--- src/rtl/load_store_unit.sv ---
// load_store_unit: multi-cycle data-memory access stage with lane steering, load extension and fault detection
module load_store_unit #(
    parameter int TIMEOUT = 255
) (
    input  logic        clk,
    input  logic        rst,
    input  logic [31:0] Addr,
    input  logic [31:0] WriteData,
    input  logic        MemRead,
    input  logic        MemWrite,
    input  logic [2:0]  Funct3,
    output logic [31:0] ReadData,
    output logic        Stall,
    output logic        Done,
    output logic        Fault,
    output logic        mem_req,
    output logic        mem_we,
    output logic [31:0] mem_addr,
    output logic [3:0]  mem_be,
    output logic [31:0] mem_wdata,
    input  logic        mem_ready,
    input  logic [31:0] mem_rdata
);
    typedef enum logic [1:0] {IDLE, BUSY, DONE} state_t;
    localparam int CW = TIMEOUT > 0 ? $clog2(TIMEOUT + 1) : 1;
    state_t        state;
    logic [1:0]    alo;
    logic [2:0]    f3;
    logic [CW-1:0] cnt;
    logic          req, legal, mis;
    logic [3:0]    be;
    logic [31:0]   wd, sh, ext;
    // request decode, store lane steering, load extraction and stall
    always_comb begin
        req   = MemRead | MemWrite;
        legal = Funct3 inside {3'b000, 3'b001, 3'b010, 3'b100, 3'b101};
        mis   = (Funct3[1:0] == 2'b01 && Addr[0]) || (Funct3[1:0] == 2'b10 && Addr[1:0] != 2'b00);
        be    = Funct3[1:0] == 2'b00 ? 4'b0001 << Addr[1:0] :
                Funct3[1:0] == 2'b01 ? 4'b0011 << {Addr[1], 1'b0} :
                Funct3[1:0] == 2'b10 ? 4'b1111 : 4'b0000;
        wd    = Funct3[1:0] == 2'b00 ? {4{WriteData[7:0]}} :
                Funct3[1:0] == 2'b01 ? {2{WriteData[15:0]}} : WriteData;
        sh    = mem_rdata >> {alo, 3'b000};
        ext   = f3[1:0] == 2'b00 ? {{24{~f3[2] & sh[7]}}, sh[7:0]} :
                f3[1:0] == 2'b01 ? {{16{~f3[2] & sh[15]}}, sh[15:0]} : sh;
        Stall = rst && (state == BUSY || (state == IDLE && req));
    end
    // access FSM with registered bus and completion outputs
    always_ff @(posedge clk or negedge rst) begin
        if (!rst) begin
            state     <= IDLE;
            alo       <= '0;
            f3        <= '0;
            cnt       <= '0;
            mem_req   <= 1'b0;
            mem_we    <= 1'b0;
            mem_addr  <= '0;
            mem_be    <= '0;
            mem_wdata <= '0;
            Done      <= 1'b0;
            Fault     <= 1'b0;
            ReadData  <= '0;
        end else begin
            case (state)
                IDLE: if (req) begin
                    alo       <= Addr[1:0];
                    f3        <= Funct3;
                    mem_we    <= MemWrite;
                    mem_addr  <= {Addr[31:2], 2'b00};
                    mem_be    <= be;
                    mem_wdata <= wd;
                    cnt       <= '0;
                    if (!legal || mis) begin
                        state    <= DONE;
                        Done     <= 1'b1;
                        Fault    <= 1'b1;
                        ReadData <= '0;
                    end else begin
                        state   <= BUSY;
                        mem_req <= 1'b1;
                    end
                end
                BUSY: if (mem_ready) begin
                    state    <= DONE;
                    mem_req  <= 1'b0;
                    Done     <= 1'b1;
                    ReadData <= mem_we ? 32'h0 : ext;
                end else if (TIMEOUT != 0 && cnt == CW'(TIMEOUT)) begin
                    state    <= DONE;
                    mem_req  <= 1'b0;
                    Done     <= 1'b1;
                    Fault    <= 1'b1;
                    ReadData <= '0;
                end else begin
                    cnt <= cnt + 1'b1;
                end
                DONE: begin
                    state    <= IDLE;
                    Done     <= 1'b0;
                    Fault    <= 1'b0;
                    ReadData <= '0;
                end
                default: state <= IDLE;
            endcase
        end
    end
endmodule

--- config.mk ---
export PLATFORM = sky130hd
export DESIGN_NAME = load_store_unit
export DESIGN_NICKNAME = d
export VERILOG_FILES = /design/src/rtl/load_store_unit.sv
export SDC_FILE = /design/constraint.sdc
export NUM_CORES = 1
export LEC_CHECK = 0
export CAP_MARGIN = 25
export CORE_MARGIN = 5
export CORE_UTILIZATION = 48
export DETAILED_ROUTE_END_ITERATION = 10
export GPL_TIMING_DRIVEN = 0
export PLACE_DENSITY = 0.88
export RECOVER_POWER = 50
export SLEW_MARGIN = 40
export SYNTH_ARGS = -nofsm -noshare
export SYNTH_HDL_FRONTEND = slang
export SYNTH_SLANG_ARGS = --single-unit
export TNS_END_PERCENT = 20
--- constraint.sdc ---
create_clock -name clk -period 2.6 [get_ports clk]
set_input_delay 0.65 -clock clk [delete_from_list [all_inputs] [get_ports clk]]
set_output_delay 0.65 -clock clk [all_outputs]
set_load 0.01 [all_outputs]
==> implementation parameters <==
Parameter                              Value

Routing
  Initial DRC count    372
  Aggregate routed wire length    18,500 um
  Avg Vias per Cell    5.62
  Detail Route Antenna Nets    0
  DRC violation count after routing    0
  Via count of the routed design    5,315
  Post-detailed-route wirelength per cell    19.5 um
  Drt pass-1 iters    5

Worst setup path
  WP data required    1.95 ns
  Crit path buf inv count    2
  Critical Path Source    MemWrite
  Chain of cells forming the critical path    clkdlybuf4s50_1, nor3_1, nor3b_1, dlygate4sd2_1
  CP peak stage delay    0.46 ns
  Nature of the critical path endpoint    primary output
  Worst-path fanout max    4
  Critical path's top delay family    buffers and inverters
  Startpoint class of the critical path    primary input
  Type of the worst setup path    in -> out
  Crit path max-delay cell type    sky130_fd_sc_hd__clkdlybuf4s50_1
  Launching point of the worst reg2reg path    state[1]
  Endpoint arrival time on the critical path    1.82 ns

STA
  Max-Slew Margin vs Limit    -0.150
  Worst slew pin tran    1.72 ns
  Sum of negative setup slack    0 ns
  Fmax    405 MHz
  Share of the clock period used by the worst path after layout    0.950
  Setup violators final    0
  Setup repair after global routing missed its margin    no
  Hold violation count in the final report    0
  Count of pins over their slew limit    78
  Final Critical Period    2.47 ns
  PnR worst setup slack    0.131 ns
  Clock skew after layout    0.00752 ns

Logic synthesis
  Area contributors post-synth    sky130_fd_sc_hd__dfrtp_1 (53%), sky130_fd_sc_hd__nand2_1 (11%), sky130_fd_sc_hd__mux2i_1 (7.1%), sky130_fd_sc_hd__a21oi_1 (3.6%), sky130_fd_sc_hd__a221o_1 (2.9%)
  Post-synth EDFFs    0
  Post-synth top area cell    sky130_fd_sc_hd__dfrtp_1
  Sequential cell area fraction in the yosys report    0.534
  Number of warnings issued by yosys    0
  Proportion of synthesized flip-flops having asynchronous set or reset    1.00
  Share of the synthesized area in the top cell type    0.534
  Post-synth cell types    51
  Top FF cell, synth    sky130_fd_sc_hd__dfrtp_1
  Average size of a mapped cell    9.70 um2
  Synthesized netlist cell count    565
  Number of synthesized register bits    117
  Cell area after synthesis    5480 um2

Floorplan
  Top-level port count    209
  Die Width    117 um
  Die Y    117 um
  Total Die Area    13,700 um2
  Initial core utilization    0.484
  Area of the placeable core    11,300 um2
  Number of standard-cell rows in the floorplan    39

CTS
  Clock H-tree levels    4
  Inserted Clock Buffers    17
  TritonCTS clock tree    done
  Setup bufs post-CTS    0
  Hold-fix buffer count after cts    0
  Longest Clk Path Bufs    2
  Master cell of the clock root buffer    sky130_fd_sc_hd__clkbuf_16
  Clk_lat worst skew    0.40 ns
  Clock Pin Slew Worst Setup and Hold Paths    0.05 ns
  Number of clock sinks    117

Layout
  Number of inserted filler cells in the final layout    777
  Area grow syn2layout    51.7%
  Share of final-layout standard cells stronger than drive strength 1    0.0847
  Number of nets in the finished design    895
  Area of all placed cells without fillers    8310 um2
  Diodes inserted    0
  Layout Cells excl Fill    946

Pwr
  Overall power consumption    9.12 mW
  Leakage power    3.83 nW
  Peak supply drop    802 uV
  Power per cell area    1100 nW/um2

Placed design
  Post-placement cell area    7740 um2
  Setup slack at placement    -0.194 ns
  Weighted congestion reported at the end of routability-driven placement    0.965
  Post-detail-place hpwl    13,600 um
  Port Buffer Count    204
  Post-Place Cells    914

Flow run
  Maximum capacitance violations    1

GRT
  Via count of the first global-routing pass    5,497
  Largest net degree at the start of global routing    78
  Initial antenna violation count    0
  Total routing resource utilization after global routing    0.268
  Grt total ovfl    0
  Wire length of the first global-routing pass    28,100 um

Run status
  Violations in the final reports    max-capacitance violations, max-slew violations
  Run status    finished, violations left

Hold path
  Path class of the lowest-slack min-delay path    in -> async
[routing by layer]
metal,part of all wire,wire length (um),track usage
met3,0.10,1930,0.104
met5,0,0,0
met2,0.48,8940,0.434
met4,0.042,777,0.138
met1,0.37,6830,0.310
[cell usage after synthesis, drive strengths merged, types with 3 or more instances]
master,instances
buf,20
nor2b,3
nand3,3
nor2,25
a22o,11
nor3,6
mux2,8
dfrtp,117
or4,3
o21ai,42
a21oi,40
inv,8
mux2i,39
a221o,16
clkbuf,18
o2bb2ai,8
or3,3
nand2,163
o31ai,4
[sequential cells by signal, indices dropped and copies added, names as in the netlist]
register	count
Done	1
Fault	1
ReadData	32
alo	2
cnt	8
f3	3
mem_addr	30
mem_be	4
mem_req	1
mem_wdata	32
mem_we	1
state	2
[repair_timing]
item,CTS,global route
resized for setup,1,0
setup endpoints to repair,1,0
endpoints found under the hold margin,0,0
[report_power, final]
group	total [mW]	internal, mW	switching, mW
clock	2.36	1.53	0.826
sequential	2.88	2.47	0.409
combinational	3.88	1.76	2.12
[final timing paths]
kind                                end  slack [ns]  depth (start not counted)
setup / recovery                  Stall        0.13                          4
hold / removal             ReadData[14]        0.12                          1
setup reg to reg              mem_be[0]        0.53                          5
hold reg to reg            mem_wdata[7]        0.47                          2
max in group asynchronous        cnt[4]        0.48                          2
min in group clk           mem_wdata[7]        0.47                          2
[kinds of logic after synthesis]
logic type | share of synthesized area
and+or+nand+nor | 0.173
AOI/OAI and AO/OA | 0.159
other | 0.000684
muxes | 0.0918
DFF | 0.534
buffers and inverters | 0.0393
adders and majority gates | 0.00228
[cell type report]
type	count	area [um2]	area share
flip-flops and latches	117	2930	0.352
multi-input cells	403	2340	0.281
repair buffers	205	2050	0.247
clock buffers	20	447	0.0537
plain buffers	38	185	0.0223
well taps	143	179	0.0215
clock inverters	12	155	0.0187
inverters	8	30.0	0.00361
[cells in the final DEF (no fill, tap or decap), types with 14 or more instances in the layout]
master and n:
sky130_fd_sc_hd__nor2_1 23, sky130_fd_sc_hd__nand2_1 163, sky130_fd_sc_hd__clkbuf_1 20, sky130_fd_sc_hd__a21oi_1 39, sky130_fd_sc_hd__dlygate4sd3_1 45, sky130_fd_sc_hd__a221o_1 16
sky130_fd_sc_hd__mux2i_1 39, sky130_fd_sc_hd__buf_2 14, sky130_fd_sc_hd__o21ai_0 31, sky130_fd_sc_hd__clkdlybuf4s50_1 157, sky130_fd_sc_hd__clkbuf_16 17, sky130_fd_sc_hd__dfrtp_1 117
[stage by stage]
| stage | hold WS (ns) | util |
|---|---|---|
| 6_report | 0.119 | 0.734 |
| 5_1_grt | 0.129 | 0.734 |
| 4_1_cts | 0.129 | 0.736 |
| 3_5_place_dp | 0.462 | 0.683 |
| 3_3_place_gp | 0.458 | 0.680 |
| 2_1_floorplan | 0.354 | - |
Power figures use the tool's default switching activity.
==> variant 1, RTL diff (same settings) <==
Change the parameter `TIMEOUT` from 255 to 510.
--- a/src/rtl/load_store_unit.sv
+++ b/src/rtl/load_store_unit.sv
@@ -1,5 +1,5 @@
 // load_store_unit: multi-cycle data-memory access stage with lane steering, load extension and fault detection
 module load_store_unit #(
-    parameter int TIMEOUT = 255
+    parameter int TIMEOUT = 510
 ) (
     input  logic        clk,
Function: no difference found for any inputs over 4 cycles, from zero or initial values and one cycle with rst low; that may be too few to reach the edited logic, so the function may still have changed.
==> variant 1 against the unedited design <==
Sequential power barely moved; power fell by 1.5%; combinational power fell by 8.5%; critical path type unchanged; routed wire length rose by 3.2%; core utilization rose by 0.73 points; first-iteration DRC count rose by 17%; setup slack got worse by 88 ps; area after synthesis rose by 0.91%; final area rose by 1.4%; sequential cell count rose by 1; count of clock-buffer cells in the layout rose by 2; non-clock buffer count did not move; largest cell class unchanged; hold slack improved by 23 ps.
==> variant 1: results (changes against the unedited design) <==
[metrics] fraction of the mapped netlist area in adder cells: 0.4526% (+0.22 points)
[metrics] routed via count: 5471 (+2.9%)
[metrics] total of fill cells in the finished design: 761 (-2.1%)
[metrics] largest fanout of any net on the critical path: 5 (+1)
[metrics] critical path arrival: 1910 ps (+90 ps)
[metrics] longest individual stage delay on the worst path: 440 ps (-20 ps)
[metrics] global placement routability congestion: 0.8997 (-6.7%)
[metrics] run status: completed
[metrics] length in cells of the worst reg-to-reg path: 7 (+2)
[metrics] DP Worst Slack: -704.0 ps (-510.0 ps)
[metrics] fraction of the yosys area taken by sequential cells: 53.41% (about the same)
[metrics] clock group total power: 2.54 mW (+8%)
[metrics] synth unique cells: 48 (-5.9%)
[metrics] met1 demand-to-capacity share in global routing: 31.94% (+0.96 points)
[metrics] vias in the first global route: 5848 (+6.4%)
[metrics] sum of met2 wire segment lengths after detailed routing: 9390 µm (+5.0%)
[metrics] mux share of post-synthesis cell area: 9.459% (+0.28 points)
[metrics] routed wl met3: 2055 µm (+6.3%)
[metrics] synthesized-area fraction occupied by ao, oa, aoi and oai cells: 15.50% (-0.39 points)
[metrics] H-tree depth: 4 (unchanged)
[metrics] wire length of the first global-routing pass: 31080 µm (+11%)
[metrics] xor and xnor area share after synthesis: 0.1584% (+0.16 points)
[metrics] leading post-synthesis cells by cell area: dfrtp_1 53%, nand2_1 12%, mux2i_1 7.4%, o21ai_0 3.9%, a21oi_1 3.3%
[metrics] maximum number of pins on one net before global-route repair: 71 (-9.0%)
[metrics] Final period util: 98.35% (+3.4 points)
[metrics] worst max-slew margin expressed relative to the limit: 52.04% (+67 points)
[metrics] Sw Pwr: 3.117 mW (-7.1%)
[metrics] post-DP HPWL: 13810 µm (+1.4%)
[metrics] Regs by FF count: ReadData: 32 flops, mem_wdata: 32 flops, mem_addr: 30 flops
[metrics] number of DRC markers after the initial detailed-route iteration: 434 (+17%)
[metrics] post-DR wirelength/cell: 19.99 µm (+2.3%)
[metrics] number of nets in the finished design: 905 (+1.1%)
[metrics] detailed-routing wirelength on met1: 7003 µm (+2.6%)
[metrics] flop2flop setup slack: 290 ps (-240 ps)
[metrics] global routing usage on met2: 46.29% (+2.9 points)
[metrics] commonest register cell after synthesis: dfrtp_1
[metrics] startpoint of the worst setup timing path: MemRead
[metrics] global-route usage over all layers: 27.91% (+1.1 points)
[metrics] worst clock skew: 6.734 ps (-0.7864 ps)
[metrics] fraction of layout cells with a size suffix above 1: 7.768% (-0.70 points)
[metrics] flip-flop and latch power: 2.89 mW (about the same)
[metrics] met3 track utilization from global routing: 11.21% (+0.83 points)
[metrics] Post-Place Cell Area: 0.007786 mm² (+0.65%)
[metrics] number of warnings printed during yosys synthesis: 0 (unchanged)
[metrics] Crit Reg-Reg Startpoint: cnt[0]
[metrics] startpoint type of the worst setup path: input port
[metrics] most frequent cells after synthesis: 170 x nand2_1, 118 x dfrtp_1, 43 x o21ai_0
[metrics] highest layer used for signal routing: met4
[metrics] worst-case vdd ir drop: 0.6434 mV (-20%)
[metrics] end of the worst register-to-register path: ReadData[27]
==> variant 1: cells by family after synthesis <==
kind of cell	Yosys count
simple gates	228
compound gates	128
flops	118
mux	50
buf+inv	46
fa+ha+maj	2
other cells	1
xor+xnor	1
==> variant 1: metrics by stage <==
step | TNS [ps] | total power, mW | utilization, % | instances
6_report | 0 | 8.982 | 74.17 | 954
5_1_grt | 0 | 9.438 | 74.17 | 954
4_1_cts | 0 | 9.072 | 74.09 | 954
3_5_place_dp | -13110 | 6.469 | 68.48 | 923
3_3_place_gp | -437380 | 6.326 | 68.20 | 922
2_1_floorplan | 0 | 4.475 | - | 575
==> variant 1: what timing repair did <==
item	4_1_cts	5_1_grt
endpoints found under the setup margin	1	1
hold endpoints to repair	0	0
gates resized for setup	4	1
pin swaps	1	1
buffers inserted	1	0
==> variant 1: worst max-delay path: cells and delay by family <==
kind	cells	cell delay [ps]
buffers and inverters	2	720
AO/OA/AOI/OAI	1	180
AND/OR/NAND/NOR	2	350
==> variant 1: layout make-up <==
type,count,share of cell area [%]
clock inverters,9,2.077
multi-input cells,411,28.35
well taps,143,2.122
inverters,8,0.3561
clock buffers,22,5.386
repair buffers,206,24.67
plain buffers,37,2.018
flip-flops and latches,118,35.01
==> variant 1: worst min path at each step <==
stage | startpoint | to | slack, ps | cells after the start
after floorplan | rst | Done | 350 | 0
after global placement | mem_wdata[1] | mem_wdata[1] | 460 | 2
after detailed placement | mem_addr[31] | mem_addr[31] | 460 | 2
after CTS | rst | ReadData[19] | 150 | 1
after global routing | rst | ReadData[19] | 170 | 1
final | rst | ReadData[17] | 140 | 1
==> variant 2, RTL diff (same flow settings) <==
Made on the original files. Reset style: synchronous (`rst`), changed in one clocked block.
--- a/src/rtl/load_store_unit.sv
+++ b/src/rtl/load_store_unit.sv
@@ -47,5 +47,5 @@
     end
     // access FSM with registered bus and completion outputs
-    always_ff @(posedge clk or negedge rst) begin
+    always_ff @(posedge clk) begin
         if (!rst) begin
             state     <= IDLE;
Formal check against the unedited RTL: differs if rst is asserted again (counterexample within 4 cycles, from zero or initial values and one cycle with rst low); with rst held inactive, the same outputs for 4 cycles.
==> variant 2 against the unedited design <==
Register-to-register slack got worse by 80 ps; final cell count up 8.8%; setup slack better by 38 ps; core utilization is 2.1 points higher; area after synthesis is 1.9% lower; die area shrank 1.8%; final area fell by 1.1%; sequential cell count stayed put; via count up 13%; largest cell class is now multi-input gates; routed wire length increased by 8.0%; sequential share of layout area fell by 6.7 points.
Power is not compared: it rests on default switching activity, and its combinational part moved more than twofold at a synthesized area within 25%.
==> variant 2: results (changes against the unedited design) <==
[metrics] maximum number of pins on one net before global-route repair: 17 (-78%)
[metrics] global-route usage over all layers: 29.73% (+2.9 points)
[metrics] sum of met2 wire segment lengths after detailed routing: 9796 µm (+9.6%)
[metrics] initial antenna violation count: 1 (+1)
[metrics] Worst-Skew Late Latency: 530 ps (+130 ps)
[metrics] global placement routability congestion: 0.9158 (-5.1%)
[metrics] flop2flop setup slack: 450 ps (-80 ps)
[metrics] global routing usage on met2: 51.09% (+7.7 points)
[metrics] synth unique cells: 50 (-2.0%)
[metrics] post-DR wirelength/cell: 19.39 µm (-0.71%)
[metrics] routed wl met3: 2240 µm (+16%)
[metrics] detailed-routing wirelength on met1: 7309 µm (+7.1%)
[metrics] run status: completed
[metrics] Crit Reg-Reg Startpoint: cnt[0]
[metrics] highest layer used for signal routing: met5
[metrics] mux share of post-synthesis cell area: 8.943% (-0.24 points)
[metrics] Port Buf Inserts: 206 (+0.98%)
[metrics] fraction of the mapped netlist area in adder cells: 0.2329% (+0.0045 points)
[metrics] fraction of layout cells with a size suffix above 1: 8.436% (-0.032 points)
[metrics] critical path arrival: 1780 ps (-40 ps)
[metrics] leading post-synthesis cells by cell area: dfxtp_1 44%, nand2_1 12%, mux2i_1 7.3%, a21oi_1 5.4%, a211oi_1 2.4%
[metrics] largest fanout of any net on the critical path: 6 (+2)
[metrics] synthesized-area fraction occupied by ao, oa, aoi and oai cells: 22.73% (+6.8 points)
[metrics] worst hold path class: reg2reg
[metrics] wire length of the first global-routing pass: 31150 µm (+11%)
[metrics] TritonRoute pass-1 iters: 7 (+2)
[metrics] worst clock skew: 10.31 ps (+2.785 ps)
[metrics] fraction of the yosys area taken by sequential cells: 43.60% (-9.8 points)
[variant 2: through the flow]
step | hold WS [ps] | cells | worst slack [ps] | cell area (µm²)
3_3_place_gp | 442.0 | 1000 | -785.6 | 7614
4_1_cts | 454.9 | 1029 | 64.97 | 8225
5_1_grt | 475.6 | 1029 | 103.9 | 8222
2_1_floorplan | 450.7 | 654 | 587.5 | 5376
3_5_place_dp | 447.3 | 1000 | -815.1 | 7614
6_report | 451.0 | 1029 | 168.2 | 8222
[variant 2: worst max-delay path by stage]
stage          startpoint     to  slack, ps  depth (start not counted)
2_1_floorplan         rst  Stall        590                          4
3_3_place_gp          rst  Stall       -790                          6
3_5_place_dp          rst  Stall       -820                          6
5_1_grt           MemRead  Stall        100                          5
4_1_cts          MemWrite  Stall         60                          5
6_report          MemRead  Stall        170                          5
[variant 2: power groups by stage]
stage	clock network [mW]	registers (mW)	logic [mW]
6_report	2.42	2.00	1.12
5_1_grt	2.52	2.02	1.21
4_1_cts	2.42	2.00	1.15
3_5_place_dp	0	2.04	1.14
3_3_place_gp	0	2.03	1.11
2_1_floorplan	0	2.08	0.497
[variant 2: what timing repair did]
action | in CTS | in global routing
pin swaps | 0 | 2
resized for setup | 7 | 3
setup endpoints to repair | 1 | 1
[variant 2: area by class of cell]
cell class / count / area (µm²)
clock buffer: 18 / 427.9
buffer: 57 / 252.7
multi-input combinational: 472 / 2760
timing repair buffer: 206 / 2058
fill: 802 / 2666
sequential: 117 / 2342
inverter: 6 / 22.52
clock inverter: 13 / 182.7
tap: 140 / 175.2
[variant 2: worst max-delay path: stages]
cell and delay [ps]:
clkdlybuf4s50_1 530, nor3_2 80, or2_4 290, nor2_1 100, clkbuf_2 140
